## src/rtl/iir_capture.sv

```systemverilog
// rtl/iir_capture.sv - impulse-response capture engine: flush, impulse, capture, drain
module iir_capture #(
  parameter int DEPTH = 128,
  parameter int FLUSH = 16
) (
  input  logic        CLK,
  input  logic        RST,
  input  logic        START,
  input  logic [15:0] IMP_AMP,
  output logic [15:0] STIM,
  input  logic [15:0] RESP,
  output logic [15:0] DOUT,
  output logic        DVALID,
  input  logic        DREADY,
  output logic        DLAST,
  output logic        BUSY,
  output logic        DONE,
  output logic        SAT
);

  localparam int AW = $clog2(DEPTH);
  localparam logic [AW-1:0] DEPTH_LAST = AW'(DEPTH - 1);
  localparam logic [7:0]    FLUSH_LAST = 8'(FLUSH - 1);

  typedef enum logic [2:0] {
    S_IDLE,
    S_FLUSH,
    S_IMPULSE,
    S_CAPTURE,
    S_DRAIN
  } state_t;

  state_t        state_q;
  logic [15:0]   amp_q;
  logic [7:0]    cnt_q;
  logic [AW-1:0] wr_idx_q;
  logic [AW-1:0] rd_idx_q;
  logic [15:0]   stim_q;
  logic [15:0]   dout_q;
  logic          dvalid_q;
  logic          dlast_q;
  logic          done_q;
  logic          sat_q;

  logic [15:0]   mem [DEPTH];
  logic          wr_en;
  logic          resp_extreme;

  // The impulse cycle itself is capture slot 0, so writing spans IMPULSE and CAPTURE.
  assign wr_en        = (state_q == S_IMPULSE) || (state_q == S_CAPTURE);
  assign resp_extreme = (RESP == 16'h7FFF) || (RESP == 16'h8000);

  // Sample buffer; contents are never reset, DVALID gating keeps stale data hidden.
  always_ff @(posedge CLK) begin
    if (wr_en) begin
      mem[wr_idx_q] <= RESP;
    end
  end

  // Run sequencer with registered stimulus, readout and status outputs.
  always_ff @(posedge CLK or negedge RST) begin
    if (!RST) begin
      state_q  <= S_IDLE;
      amp_q    <= 16'h0000;
      cnt_q    <= 8'd0;
      wr_idx_q <= '0;
      rd_idx_q <= '0;
      stim_q   <= 16'h0000;
      dout_q   <= 16'h0000;
      dvalid_q <= 1'b0;
      dlast_q  <= 1'b0;
      done_q   <= 1'b0;
      sat_q    <= 1'b0;
    end else begin
      done_q <= 1'b0;
      case (state_q)
        S_IDLE: begin
          if (START) begin
            amp_q    <= IMP_AMP;
            sat_q    <= 1'b0;
            cnt_q    <= 8'd0;
            wr_idx_q <= '0;
            state_q  <= S_FLUSH;
          end
        end
        S_FLUSH: begin
          if (cnt_q == FLUSH_LAST) begin
            stim_q  <= amp_q;
            state_q <= S_IMPULSE;
          end else begin
            cnt_q <= cnt_q + 8'd1;
          end
        end
        S_IMPULSE: begin
          stim_q   <= 16'h0000;
          wr_idx_q <= wr_idx_q + AW'(1);
          state_q  <= S_CAPTURE;
        end
        S_CAPTURE: begin
          if (wr_idx_q == DEPTH_LAST) begin
            rd_idx_q <= '0;
            state_q  <= S_DRAIN;
          end else begin
            wr_idx_q <= wr_idx_q + AW'(1);
          end
        end
        S_DRAIN: begin
          // Output register is reloaded when empty or when its beat is taken,
          // which gives back-to-back beats and a frozen beat while stalled.
          if (!dvalid_q || DREADY) begin
            if (dvalid_q && dlast_q) begin
              dvalid_q <= 1'b0;
              dlast_q  <= 1'b0;
              done_q   <= 1'b1;
              state_q  <= S_IDLE;
            end else begin
              dout_q   <= mem[rd_idx_q];
              dlast_q  <= (rd_idx_q == DEPTH_LAST);
              dvalid_q <= 1'b1;
              rd_idx_q <= rd_idx_q + AW'(1);
            end
          end
        end
        default: state_q <= S_IDLE;
      endcase
      if (wr_en && resp_extreme) begin
        sat_q <= 1'b1;
      end
    end
  end

  assign STIM   = stim_q;
  assign DOUT   = dout_q;
  assign DVALID = dvalid_q;
  assign DLAST  = dlast_q;
  assign DONE   = done_q;
  assign SAT    = sat_q;
  assign BUSY   = (state_q != S_IDLE);

endmodule

```

## config.mk

```make
export PLATFORM = sky130hd
export DESIGN_NAME = iir_capture
export DESIGN_NICKNAME = d
export VERILOG_FILES = /design/src/rtl/iir_capture.sv
export SDC_FILE = /design/constraint.sdc
export NUM_CORES = 2
export LEC_CHECK = 0
export ABC_AREA = 1
export BUFFER_PORTS_ARGS = -buffer_cell sky130_fd_sc_hd__buf_2
export CORE_ASPECT_RATIO = 1.4
export CORE_MARGIN = 3
export CORE_UTILIZATION = 50
export CTS_CLUSTER_SIZE = 10
export DETAILED_ROUTE_END_ITERATION = 10
export HOLD_SLACK_MARGIN = 0.1
export PLACE_DENSITY = 0.72
export SLEW_MARGIN = 40
export SYNTH_ARGS = -nofsm -noshare
export SYNTH_HDL_FRONTEND = slang
export SYNTH_SLANG_ARGS = --single-unit
```

## constraint.sdc

```tcl
create_clock -name CLK -period 6.8 [get_ports CLK]
set_clock_uncertainty 0.2 [all_clocks]
set_input_delay 1.36 -clock CLK [delete_from_list [all_inputs] [get_ports CLK]]
set_output_delay 1.36 -clock CLK [all_outputs]
set_load 0.05 [all_outputs]
```

==> metrics <==
vias in the first global route 58903; CTS tree yes; initial core utilization 50.3%; final setup fails 0; share of the synthesized area in the top cell type 69.6%; Final Core Density 55.7%; Pwr Density 397 nW/um2; gr usage total 27.1%; post-cts hold buffer count 0; Die Y 504 um; total grt overflow 0; count of different cell masters after synthesis 34; worst vdd ir 0.379 mV; Vias/cell 5.76; setup TNS 0 ns; io pins 73; critical path endpoint category flop; largest net degree at the start of global routing 183; max-cap violations 0; Worst Hold Class input pin to asynchronous set/reset pin; r2r startpoint rd_idx_q[0]$_DFFE_PN0P_; CTS Root Cell clkbuf_16; Final Total Pwr 38900 uW; nets@finish 8125; antenna-violating nets left 0; R2R depth 16; cts bufs inserted 231; DRT iter0 DRCs 7921; cell taking the most area after synthesis edfxtp_1; fillcell total 14195; FF+latch count, synth 2125; fmax 0.227 GHz; area delta synth->final 10.8%; unrepaired setup endpoints after global routing false; Final Hold Viols 0; largest family of logic cells by synthesized area simple AND/OR/NAND/NOR gates; R2R Path End DOUT[1]$_DFFE_PN0P_; die area 182000 um2; Arrival @ worst endpoint 4.95 ns; R2R setup slack 2.40 ns; clock period minus final worst setup slack 4.40 ns; Chip Width 361 um; clock latency on the worst-skew pair 0.87 ns; complex-gate fraction of the synthesized area 5.10%; Final Max Tran Viols 0; H-tree depth 4; Synthesis Warnings 0; relative slew slack 33.6%; synth top area cells edfxtp_1 (70%), nand2_1 (8.9%), nor2_1 (4.9%); Max FO, Critical Path 176; drt drc 0; initial antenna violation count 9; nature of the critical path startpoint flop; DRT Pass-1 Iters 6; post-synthesis sequential area ratio 71.8%; Wirelength per Cell 23.8 um; Period Utilization, post-route 64.8%; DPL Wire Length 142 mm; run status completed; share of layout cells above drive strength 1 6.89%; CORE AREA 176000 um2; Clock Path Buffers 3; # port buffers 72; Post-Synth Simple-Gate Area 18.0%; Syn Inst Count 8016; Leakage 0.0370 uW; adder-cell share of the synthesized area 0.0425%; Post-CTS Setup Inserts 0; GPL Wtd Cong 0.897; vias after detailed routing 60391; WL final 249 mm; Synth Area in XOR/XNOR 0.0297%; post-synthesis mux area share 0%; post-cts resize count 0; syn_nets 8055; worst-margin pin slew 0.996 ns; Clock Sink Count 2125; syn_area_per_cell 11.0 um2; CTS clock-pin slew for the worst setup and hold paths 0.06 ns; CP Class flop to flop; Cell Area, Synth 88400 um2; Worst EP required 7.35 ns; row cnt 182; global-route wire length before repair 367 mm; Hold Slack 0.229 ns
[layer usage]
metal  up-vias  global-route usage, %  share of wire (%)
met4         8                   17.8                7.4
met3       814                   5.14                9.4
met1     29154                   32.3                 35
li1      27085                      -                  -
met2      3330                   45.1                 49
met5         -                      0              0.020
[power breakdown]
part           switching [uW]  internal [uW]
Clock                    4790           6250
Combinational            9710           3310
Sequential                317          14500
Total                   14800          24100
[state kept, by name (all words and copies together) (netlist names)]
signal    count
DLAST         1
DONE          1
DOUT         16
DVALID        1
SAT           1
STIM         16
amp_q        16
cnt_q         8
mem        2048
rd_idx_q      7
state_q       3
wr_idx_q      7
[critical path: stages (launching register included)]
cell     delay [ns]
dfrtp_4        0.70
inv_8          0.34
buf_16         0.36
buf_12         0.50
nand2_1        0.12
nand3_1        0.11
nand2_1        0.07
nand2_1        0.06
nand2_1        0.07
inv_1          0.06
nand2_1        0.11
nand2_1        0.10
nand2_1        0.15
nor2_1         0.72
nand2_1        0.10
nand3_1        0.12
nand2_1        0.05
[cell usage after synthesis]
cell type,instances
or4_1,1
a21oi_1,125
xor2_1,2
o22ai_1,2
xnor2_1,1
clkinv_1,10
inv_1,603
nand3b_1,1
edfxtp_1,2048
or2_2,6
o211ai_1,107
nand2_1,2097
a31oi_1,2
buf_6,27
nand3_1,680
buf_2,143
nor2_2,2
nor2_1,1162
nor3_2,1
nor3b_1,2
ha_1,3
buf_8,1
nand4_1,8
o21ai_0,542
clkbuf_1,175
o32ai_1,1
dfrtp_1,77
buf_1,62
buf_4,38
o21ai_1,66
nor4_1,7
inv_2,4
nor3_1,7
and3_1,3
[worst max path at each step]
stage                     depth (start not counted)  slack [ns]                    to                    start
after global routing                             16        2.27   DOUT[1]$_DFFE_PN0P_  rd_idx_q[0]$_DFFE_PN0P_
after global placement                           15        2.73   DOUT[1]$_DFFE_PN0P_  rd_idx_q[0]$_DFFE_PN0P_
after floorplan                                   4        3.75  mem[79][0]$_DFFE_PP_   state_q[1]$_DFFE_PN0P_
after detailed placement                          6        2.74       SAT$_DFFE_PN0P_                  RESP[5]
final                                            16        2.40   DOUT[1]$_DFFE_PN0P_  rd_idx_q[0]$_DFFE_PN0P_
after CTS                                        15        2.75   DOUT[1]$_DFFE_PN0P_  rd_idx_q[0]$_DFFE_PN0P_
[cells by family after synthesis]
logic type / after synthesis
AO/OA/AOI/OAI: 845
AND/OR/NAND/NOR: 3977
flip-flops: 2125
adder cells (fa/ha/maj): 3
buffers and inverters: 1063
XOR/XNOR: 3
[metrics by stage]
stage / cells / cell area [um2] / setup slack (ns)
after floorplan: 8016 / 88400 / 3.75
after global placement: 10147 / 91300 / 2.73
after detailed placement: 10149 / 91400 / 2.74
after CTS: 10482 / 97800 / 2.75
after global routing: 10487 / 97900 / 2.27
final: 10488 / 98000 / 2.40
[layout make-up]
class | count | area [um2] | area share [%]
flip-flops and latches | 2125 | 63400 | 64.8
inverters | 617 | 2340 | 2.39
diodes | 2 | 5.00 | 0.00511
well taps | 2300 | 2880 | 2.94
repair buffers | 283 | 2360 | 2.41
multi-input cells | 4828 | 20500 | 20.9
clock buffers | 318 | 6170 | 6.30
clock inverters | 15 | 245 | 0.250
[cell usage in the layout, fill, tap and decap left out, types with 11 or more instances in the layout]
cell type,netlist,final
nor2_1,1162,1152
buf_12,0,21
dfrtp_1,77,74
o21ai_0,542,542
buf_2,143,55
a21oi_1,125,125
buf_4,38,195
inv_1,603,599
edfxtp_1,2048,2048
o211ai_1,107,107
clkbuf_16,0,234
nand2_1,2097,2097
o21ai_1,66,66
nand3_1,680,680
clkbuf_1,175,84
clkinv_1,10,11
No activity file was read; power rests on OpenSTA's default activity.
